--- config.mk ---
export PLATFORM = sky130hd
export DESIGN_NAME = vga_timing_rx_flat
export DESIGN_NICKNAME = d
export VERILOG_FILES = /design/src/rtl/vga_timing_rx_if.sv /design/src/rtl/vga_timing_rx.sv /design/src/flat_wrapper.sv
export SDC_FILE = /design/constraint.sdc
export NUM_CORES = 1
export LEC_CHECK = 0
export BUFFER_PORTS_ARGS = -buffer_cell sky130_fd_sc_hd__buf_4
export CORE_UTILIZATION = 62
export CTS_CLUSTER_DIAMETER = 60
export CTS_CLUSTER_SIZE = 28
export DETAILED_ROUTE_END_ITERATION = 8
export PLACE_DENSITY = 0.85
export SYNTH_ARGS = -nofsm -noshare
export SYNTH_HDL_FRONTEND = slang
export SYNTH_SLANG_ARGS = --single-unit
--- constraint.sdc ---
create_clock -name clk -period 3.8 [get_ports clk]
set_input_delay 0.38 -clock clk [delete_from_list [all_inputs] [get_ports clk]]
set_output_delay 0.38 -clock clk [all_outputs]
set_load 0.02 [all_outputs]
--- src/rtl/vga_timing_rx_if.sv ---
// vga_timing_rx_if: bundles the raw VGA timing inputs with the recovered coordinates and lock status.
// Latency: n/a (wires only).
// Backpressure: none; the timing stream is free-running.
// Ports: master drives hsync/vsync/blank and observes the recovered outputs; slave is the receiver.
interface vga_timing_rx_if;
    logic        hsync;
    logic        vsync;
    logic        blank;
    logic [10:0] x;
    logic [9:0]  y;
    logic        de;
    logic        line_start;
    logic        frame_start;
    logic [10:0] h_total;
    logic [9:0]  v_total;
    logic        locked;
    logic        lock_lost;

    modport master (
        output hsync, vsync, blank,
        input  x, y, de, line_start, frame_start, h_total, v_total, locked, lock_lost
    );

    modport slave (
        input  hsync, vsync, blank,
        output x, y, de, line_start, frame_start, h_total, v_total, locked, lock_lost
    );
endinterface

--- src/rtl/vga_timing_rx.sv ---
// vga_timing_rx: VGA timing sink; recovers pixel x/y, measures line/frame length, tracks lock.
// Latency: 2 clk from hsync/vsync/blank at the pins to x/y/de/pulses/lock outputs.
// Backpressure: none; one pixel is consumed every clock.
// Ports: clk, reset_n (async active-low); vif (slave) carries hsync/vsync/blank in and
//        x, y, de, line_start, frame_start, h_total, v_total, locked, lock_lost out.
module vga_timing_rx #(
    parameter int H_TOTAL     = 800,
    parameter int V_TOTAL     = 525,
    parameter int LOCK_FRAMES = 2
) (
    input  logic           clk,
    input  logic           reset_n,
    vga_timing_rx_if.slave vif
);
    localparam logic [10:0] H_EXP  = 11'(H_TOTAL);
    localparam logic [9:0]  V_EXP  = 10'(V_TOTAL);
    localparam logic [11:0] TO_LIM = 12'(2 * H_TOTAL);
    localparam logic [3:0]  LOCK_N = 4'(LOCK_FRAMES);
    localparam logic [10:0] X_MAX  = 11'h7FF;
    localparam logic [9:0]  Y_MAX  = 10'h3FF;

    typedef enum logic [1:0] {SEARCH = 2'd0, VERIFY = 2'd1, LOCKED = 2'd2} state_t;

    state_t      state, state_nxt;
    logic [3:0]  good_cnt, good_cnt_nxt;
    logic        lost_nxt;

    logic        hs_s1, hs_s2, vs_s1, vs_s2, bl_s1, bl_s2;
    logic [10:0] hcnt, x_q, h_total_q;
    logic [9:0]  vcnt, y_q, v_total_q;
    logic        meas_valid, line_err, vsync_seen, to_done;
    logic        de_q, line_start_q, frame_start_q, locked_q, lock_lost_q;

    logic        hs_fall, vs_fall, bl_fall;
    logic        line_bad, frame_eval, frame_good, timeout;

    assign hs_fall    = ~hs_s1 & hs_s2;
    assign vs_fall    = ~vs_s1 & vs_s2;
    assign bl_fall    = ~bl_s1 & bl_s2;
    // A bad line closing in the same clock as the vsync fall still belongs to the ending frame.
    assign line_bad   = hs_fall & meas_valid & (hcnt != H_EXP);
    assign frame_eval = vs_fall & meas_valid;
    assign frame_good = (vcnt == V_EXP) & ~line_err & ~line_bad;
    // Sync lost: no hsync fall for two nominal lines; to_done keeps it to one event per gap.
    assign timeout    = ~hs_fall & ~to_done & ({1'b0, hcnt} >= TO_LIM);

    always_comb begin
        state_nxt    = state;
        good_cnt_nxt = good_cnt;
        lost_nxt     = 1'b0;
        if (timeout) begin
            state_nxt    = SEARCH;
            good_cnt_nxt = 4'd0;
            lost_nxt     = (state == LOCKED);
        end else if (frame_eval) begin
            case (state)
                SEARCH: begin
                    if (frame_good) begin
                        good_cnt_nxt = 4'd1;
                        state_nxt    = (LOCK_N <= 4'd1) ? LOCKED : VERIFY;
                    end
                end
                VERIFY: begin
                    if (frame_good) begin
                        good_cnt_nxt = good_cnt + 4'd1;
                        if (good_cnt_nxt >= LOCK_N) state_nxt = LOCKED;
                    end else begin
                        good_cnt_nxt = 4'd0;
                        state_nxt    = SEARCH;
                    end
                end
                LOCKED: begin
                    if (!frame_good) begin
                        good_cnt_nxt = 4'd0;
                        state_nxt    = SEARCH;
                        lost_nxt     = 1'b1;
                    end
                end
                default: begin
                    good_cnt_nxt = 4'd0;
                    state_nxt    = SEARCH;
                end
            endcase
        end
    end

    always_ff @(posedge clk or negedge reset_n) begin
        if (!reset_n) begin
            state       <= SEARCH;
            good_cnt    <= 4'd0;
            locked_q    <= 1'b0;
            lock_lost_q <= 1'b0;
        end else begin
            state       <= state_nxt;
            good_cnt    <= good_cnt_nxt;
            locked_q    <= (state_nxt == LOCKED);
            lock_lost_q <= lost_nxt;
        end
    end

    always_ff @(posedge clk or negedge reset_n) begin
        if (!reset_n) begin
            hs_s1 <= 1'b0;  hs_s2 <= 1'b0;
            vs_s1 <= 1'b0;  vs_s2 <= 1'b0;
            // Blank resets high so nothing reads as visible before the first real sample.
            bl_s1 <= 1'b1;  bl_s2 <= 1'b1;
            hcnt          <= '0;
            vcnt          <= '0;
            x_q           <= '0;
            y_q           <= '0;
            h_total_q     <= '0;
            v_total_q     <= '0;
            meas_valid    <= 1'b0;
            line_err      <= 1'b0;
            vsync_seen    <= 1'b0;
            to_done       <= 1'b0;
            de_q          <= 1'b0;
            line_start_q  <= 1'b0;
            frame_start_q <= 1'b0;
        end else begin
            hs_s1 <= vif.hsync;  hs_s2 <= hs_s1;
            vs_s1 <= vif.vsync;  vs_s2 <= vs_s1;
            bl_s1 <= vif.blank;  bl_s2 <= bl_s1;

            de_q          <= ~bl_s1;
            line_start_q  <= hs_fall;
            frame_start_q <= vs_fall;

            if (bl_fall)                      x_q <= '0;
            else if (!bl_s1 && x_q != X_MAX)  x_q <= x_q + 11'd1;

            if (bl_fall) begin
                if (vsync_seen)          y_q <= '0;
                else if (y_q != Y_MAX)   y_q <= y_q + 10'd1;
            end
            if (vs_fall)      vsync_seen <= 1'b1;
            else if (bl_fall) vsync_seen <= 1'b0;

            if (hs_fall) begin
                h_total_q <= hcnt;
                hcnt      <= 11'd1;
            end else if (hcnt != X_MAX) begin
                hcnt <= hcnt + 11'd1;
            end

            // An hsync fall coinciding with the vsync fall opens the new frame's line count.
            if (vs_fall) begin
                v_total_q <= vcnt;
                vcnt      <= hs_fall ? 10'd1 : 10'd0;
            end else if (hs_fall && vcnt != Y_MAX) begin
                vcnt <= vcnt + 10'd1;
            end

            if (vs_fall)       line_err <= 1'b0;
            else if (line_bad) line_err <= 1'b1;

            if (timeout)      meas_valid <= 1'b0;
            else if (vs_fall) meas_valid <= 1'b1;

            if (hs_fall)      to_done <= 1'b0;
            else if (timeout) to_done <= 1'b1;
        end
    end

    assign vif.x           = x_q;
    assign vif.y           = y_q;
    assign vif.de          = de_q;
    assign vif.line_start  = line_start_q;
    assign vif.frame_start = frame_start_q;
    assign vif.h_total     = h_total_q;
    assign vif.v_total     = v_total_q;
    assign vif.locked      = locked_q;
    assign vif.lock_lost   = lock_lost_q;
endmodule

--- src/flat_wrapper.sv ---
// flat-port wrapper written by rule: the top's interface ports become plain ports
module vga_timing_rx_flat 
#(
    parameter int H_TOTAL     = 800,
    parameter int V_TOTAL     = 525,
    parameter int LOCK_FRAMES = 2
)
  (clk, reset_n, vif_hsync, vif_vsync, vif_blank, vif_x, vif_y, vif_de, vif_line_start, vif_frame_start, vif_h_total, vif_v_total, vif_locked, vif_lock_lost);
  vga_timing_rx_if vif_i ();
  input  logic clk;
  input  logic reset_n;
  input wire logic [$bits(vif_i.hsync)-1:0] vif_hsync;
  input wire logic [$bits(vif_i.vsync)-1:0] vif_vsync;
  input wire logic [$bits(vif_i.blank)-1:0] vif_blank;
  output wire logic [$bits(vif_i.x)-1:0] vif_x;
  output wire logic [$bits(vif_i.y)-1:0] vif_y;
  output wire logic [$bits(vif_i.de)-1:0] vif_de;
  output wire logic [$bits(vif_i.line_start)-1:0] vif_line_start;
  output wire logic [$bits(vif_i.frame_start)-1:0] vif_frame_start;
  output wire logic [$bits(vif_i.h_total)-1:0] vif_h_total;
  output wire logic [$bits(vif_i.v_total)-1:0] vif_v_total;
  output wire logic [$bits(vif_i.locked)-1:0] vif_locked;
  output wire logic [$bits(vif_i.lock_lost)-1:0] vif_lock_lost;
  assign vif_i.hsync = vif_hsync;
  assign vif_i.vsync = vif_vsync;
  assign vif_i.blank = vif_blank;
  assign vif_x = vif_i.x;
  assign vif_y = vif_i.y;
  assign vif_de = vif_i.de;
  assign vif_line_start = vif_i.line_start;
  assign vif_frame_start = vif_i.frame_start;
  assign vif_h_total = vif_i.h_total;
  assign vif_v_total = vif_i.v_total;
  assign vif_locked = vif_i.locked;
  assign vif_lock_lost = vif_i.lock_lost;
  vga_timing_rx #(.H_TOTAL(H_TOTAL), .V_TOTAL(V_TOTAL), .LOCK_FRAMES(LOCK_FRAMES)) u_core (.clk(clk), .reset_n(reset_n), .vif(vif_i));
endmodule
* Yosys cells after proc, flatten, opt, wreduce, memory -nomap -nowiden
Index checks and enable logic that the tools add are counted.
Storage, ports and cells: bits of input ports 5, register bits after elaboration 84, word-level logic and storage cells 107, output and inout bits 47
Operators by class: reductions and logical operators 15, equality and inequality tests 11, add/subtract/negate cells 5, bitwise gates (word level) 17, magnitude comparators 2, multiplexer cells 34
Operators with widths (count):
- 11-bit 2-to-1 mux | 4
- 10-bit 2-to-1 mux | 4
- 11-bit by 1-bit adder with 11-bit output (second input constant) | 2
- 11-bit inequality test (second input constant) | 2
- 10-bit by 1-bit adder with 10-bit output (second input constant) | 2
- 4-bit 2-to-1 mux | 5
- 10-bit inequality test (second input constant) | 2
- 2-bit nonzero test | 9
- 1-bit 2-to-1 mux | 13
- 2-bit 2-to-1 mux | 6
- 4-bit case mux with 3 select lines | 1
- 11-bit greater-or-equal comparator (second input constant) | 1
- 11-bit by 10-bit inequality test with 1-bit output (second input constant) | 1
- 1-bit AND | 10
- 10-bit == test (second input constant) | 1
- 1-bit inverter | 7
- 2-bit case mux with 3 select lines | 1
- 4-bit by 1-bit adder with 4-bit output (second input constant) | 1
- 2-bit == test (second input constant) | 2
- 4-bit by 2-bit greater-or-equal comparator with 1-bit output (second input constant) | 1
- 3-bit by 1-bit inequality test with 1-bit output (second input constant) | 1
- 3-bit inequality test (second input constant) | 1
- 3-bit AND reduction | 1
- 2-bit by 1-bit == test with 1-bit output (second input constant) | 1
- other kinds (4) | 5

* Logic depth before layout (Yosys ltp)
word-level depth 11, gate-level depth with buffers 8, gate-level depth less buffers 7

* Worst setup path after synthesis
Ideal clock, no wire load.
path kind register to register, start point register u_core.y_q[0], in the netlist u_core.vif.y[0], end point register u_core.y_q[3], in the netlist u_core.vif.y[3], data arrival time 1.871 ns, setup slack 1.794 ns, data required time 3.664 ns, library setup time 0.136 ns, cell stages (with the launch flop) 8, clock period less this slack 2.006 ns, buffers on the path 1, path through dfrtp_1 -> ha_1 -> nand3_1 -> o41ai_1 -> buf_2 -> nor2_1 -> xnor2_1 -> a21oi_1
On the way: cells in the longest elaborated chain, start to end 3, elaborated cells between the ends (all ways) 6, those cells by class add/sub (1); eq/ne (1); mux (2); reduce/logical (2)
Ends and longest elaborated chain:
- from (decl) | RTL line vga_timing_rx.sv:30 | logic [9:0] vcnt, y_q, v_total_q;
- from (signal assigned) | RTL line vga_timing_rx.sv:134 | else if (y_q != Y_MAX) y_q <= y_q + 10'd1;
- 10-bit by 1-bit adder with 10-bit output / 10-bit inequality test (equally long branches) | RTL line vga_timing_rx.sv:134
- 10-bit 2-to-1 mux / 2-bit nonzero test (equally long branches)
- 10-bit 2-to-1 mux / 2-bit AND reduction (equally long branches)
Parallel ways exist; a longest one is shown, timed or not. The select of a mux whose other input is x is not followed. A chain may end at the register's enable or synchronous reset.

* Worst setup path in the final report
start point register u_core.hs_s1, end point register u_core.good_cnt[1]
On the way: cells in the longest elaborated chain, start to end 10, elaborated cells between the ends (all ways) 17, those cells by class eq/ne (2); mux (4); bitwise (9); reduce/logical (2)
Ends and longest elaborated chain:
- from (decl) | RTL line vga_timing_rx.sv:28 | logic hs_s1, hs_s2, vs_s1, vs_s2, bl_s1, bl_s2;
- from (signal assigned) | RTL line vga_timing_rx.sv:121 | hs_s1 <= vif.hsync; hs_s2 <= hs_s1;
- 1-bit inverter (*) | RTL line vga_timing_rx.sv:37 | assign hs_fall = ~hs_s1 & hs_s2;
- 1-bit AND (*) | RTL line vga_timing_rx.sv:37
- 1-bit AND (2 in a row) | RTL line vga_timing_rx.sv:41 | assign line_bad = hs_fall & meas_valid & (hcnt != H_EXP);
- 1-bit inverter | RTL line vga_timing_rx.sv:43 | assign frame_good = (vcnt == V_EXP) & ~line_err & ~line_bad;
- 1-bit AND | RTL line vga_timing_rx.sv:43
- 4-bit 2-to-1 mux | RTL line vga_timing_rx.sv:64 | if (frame_good) begin
- 4-bit case mux with 3 select lines | RTL line vga_timing_rx.sv:56 | case (state)
- 4-bit 2-to-1 mux | RTL line vga_timing_rx.sv:55 | end else if (frame_eval) begin
- 4-bit 2-to-1 mux | RTL line vga_timing_rx.sv:51 | if (timeout) begin
- to (signal assigned) | RTL line vga_timing_rx.sv:95 | good_cnt <= good_cnt_nxt;
- to (decl) | RTL line vga_timing_rx.sv:25 | logic [3:0] good_cnt, good_cnt_nxt;
Every way passes the cells marked *; elsewhere a longest branch is shown, timed or not. The select of a mux whose other input is x is not followed.

==> run metrics <==
Buf+Inv Stages, Crit Path=1; via/cell ratio=between 5 and 6; final cell count without fillers=515; cell-internal power=~1.6 mW; first-pass GRT wire length=12700 um; core area=roughly 0.0060 mm2; global route total overflow=0; placed instance area=0.00436 mm2; All-Layer GR Usage=25.4%; hold-fix buffers at CTS=0; Post-synth ARST share=100%; initial antenna violation count=0; Gate power share=13.1%; layout cells sized above 1=20.2%; die width=81.6 um; Final Skew=0.00524 ns; final instance area=around 0.0046 mm2; synthesis-to-finish area growth=17.5%; CP startpoint kind=flip-flop; R2R setup slack=1.34 ns; io pins=52; antenna viol nets, final=0; met3 usage=3.67%; Num CTS Buffers=9; CP Class=flip-flop to flip-flop; Initial Util=65.1%; pin count of the biggest net entering global routing=85; crit path cell chain=nand2b_1 > inv_2 > a21o_1 > a2111oi_0 > and3b_1 > o32ai_2; CP Max Fanout=27; Clock Pin Slew Worst Setup and Hold Paths=0.08 ns; sequential power share=49.0%; Worst path max stage delay=0.47 ns; placed wire-length estimate=5020 um; sequential fraction of the synthesis area=53.6%; CP Data Arrival Time=about 2.7 ns; Hold Path Class=input port to flip-flop; DRT Pass-1 Iters=4; Pins Over Slew Limit=0; Worst setup EP type=flip-flop; Diodes inserted=0; Synth Register Bits=84; clock root buffer=clkbuf_8; Clock power frac=a little under two fifths; Vias=2990; max cap viols=0; Worst path top cell family by delay=compound AO/OA/AOI/OAI gates; hold path cells=1; Setup Buffers After CTS=0; met2 GRT Util=42.2%; WP depth=6; number of synthesized flops with an enable pin=0; vias in the first global route=2803; worst vdd rail ir drop=0.301 mV; sw frac=between 20 and 30%; f_max=406 MHz; Main synth FF type=dfrtp_1; H-tree levels=3; # setup viols final=0; Final Cycle Share=64.8%; syn_area_per_cell=10.1 um2; Hold Fails Final Rpt=0; Final Power=between 2 and 2.5 mW; CTS resizes=0; Synthesis Warnings=0; slowest CP cell=nand2b_1; PortBufs=51; Sw Pwr=548 uW; WP data required=approximately 4.1 ns; reg2reg path depth=6; met1 usage=32.5%; setup_tns=0 ns; syn nets=400; layer with the highest usage=met2; Slew @ Worst Pin=about 1.0 ns; R2R Path Start=u_core.hs_s1; Die Span Y=81.6 um; Pleak=between 2 and 2.5 nW; drt drc=0; Worst-Skew Late Latency=0.34 ns; Setup crit start=u_core.hs_s1; full die area=0.00665 mm2; Tmin final=2.46 ns; clk sinks=84; Final Wtd Congestion=0.849; final WL=between 7000 and 8000 um; Yosys cell types=55; max_slew headroom=between 30% and 40%; power density over cell area=460 mW/mm2; outcome=complete, no violations; synthesized instance count=387; Layout Nets=449; CTS tree=yes; starting DRC count in detailed routing=203; Placed Cells=500; clk buf depth=2; RSZ-0062 raised after global routing=false; Post-Syn Area=0.00392 mm2; Wirelength per Cell=15.1 um; row count=28; critical hold path startpoint=vif_blank
[worst register-to-register path, delay by kind of cell, from the launching register on]
kind	cells	cell delay (ns)
buffers and inverters	1	0.33
AND/OR/NAND/NOR	2	0.74
AO/OA/AOI/OAI	3	0.96
flip-flops	1	0.35
[layer usage]
| metal | routed length [um] | vias up |
|---|---|---|
| met5 | 0 | - |
| met4 | 176 | 0 |
| met3 | 307 | 19 |
| met2 | 3780 | 78 |
| met1 | 3500 | 1441 |
| li1 | - | 1452 |
[flip-flops by register name, indices dropped and copies added, names as in the netlist, 2 cells and up]
register            count
u_core.hcnt            11
u_core.vif.v_total     10
u_core.vcnt            10
u_core.good_cnt         4
u_core.vif.h_total     11
u_core.vif.y           10
u_core.vif.x           11
u_core.state            2
[power groups by stage]
stage / registers (mW) / logic, mW / clock network (mW)
after floorplan: 1.08 / 0.139 / 0
after global placement: 1.05 / 0.272 / 0
after detailed placement: 1.06 / 0.281 / 0
after CTS: 1.04 / 0.283 / 0.813
after global routing: 1.05 / 0.310 / 0.842
final: 1.04 / 0.279 / 0.803
[placed cells by master, fill, tap and decap left out, types with 11 or more instances in the layout]
master,n
o21ai_0,11
nand4_1,11
dfrtp_1,82
nand2_1,62
inv_1,11
nor2_1,38
xnor2_1,14
buf_4,54
a21oi_1,18
xor2_1,12
nand3_1,13
nor3_1,11
mux2_2,11
[cell type report]
class                      count  area [um2]
clock buffer                  10         128
clock inverter                 5         125
fill                         399        1410
inverter                      12        45.0
multi-input combinational    275        1710
sequential                    84        2100
tap                           75        93.8
timing repair buffer          54         405
[through the flow]
| step | util (%) | hold slack, ns | setup slack [ns] |
|---|---|---|---|
| after global placement | 72.3 | 0.353 | 1.50 |
| after detailed placement | 72.3 | 0.366 | 1.35 |
| after floorplan | - | 0.0844 | 1.79 |
| final | 76.5 | 0.136 | 1.34 |
| after global routing | 76.5 | 0.123 | 1.06 |
| after CTS | 76.5 | 0.124 | 1.31 |
[logic make-up after synthesis]
family / after synthesis / share of synthesized area, %
simple gates: 172 / 21.6
flops: 84 / 53.6
compound gates: 58 / 10.4
buf+inv: 28 / 2.84
xor+xnor: 26 / 5.80
mux: 11 / 3.16
fa+ha+maj: 8 / 2.55
[synthesized netlist by cell type (2+ instances only)]
library cell	n	share of area, %
xor2_1	12	2.7
dfstp_2	2	1.3
nor4_1	5	0.80
nand2_1	62	5.9
inv_1	11	1.1
and2_1	6	0.96
clkbuf_1	12	1.1
buf_2	2	0.26
a41oi_1	2	0.45
o31ai_1	2	0.38
and4_1	2	0.45
a31oi_1	3	0.48
nand3_1	13	1.7
o2111ai_1	2	0.45
nor3_1	11	1.4
mux2_2	11	3.2
a21oi_1	18	2.3
and3_1	4	0.64
nor4b_1	2	0.45
a21o_1	3	0.57
dfrtp_1	82	52
nand4_1	11	1.8
or3_1	3	0.48
xnor2_1	14	3.1
nor2_1	38	3.6
nor2b_1	5	0.80
o21ai_0	11	1.4
ha_1	8	2.6
nand2b_1	2	0.32
a211oi_1	3	0.57
[final timing paths]
check | endpoint
setup / recovery | u_core.good_cnt[1]
min in group asynchronous | u_core.vif.de
max in group asynchronous | u_core.vif.y[4]
setup reg to reg | u_core.good_cnt[1]
hold reg to reg | u_core.hs_s2
hold / removal | u_core.bl_s1
Note: power is estimated with default switching activity, not from simulation.
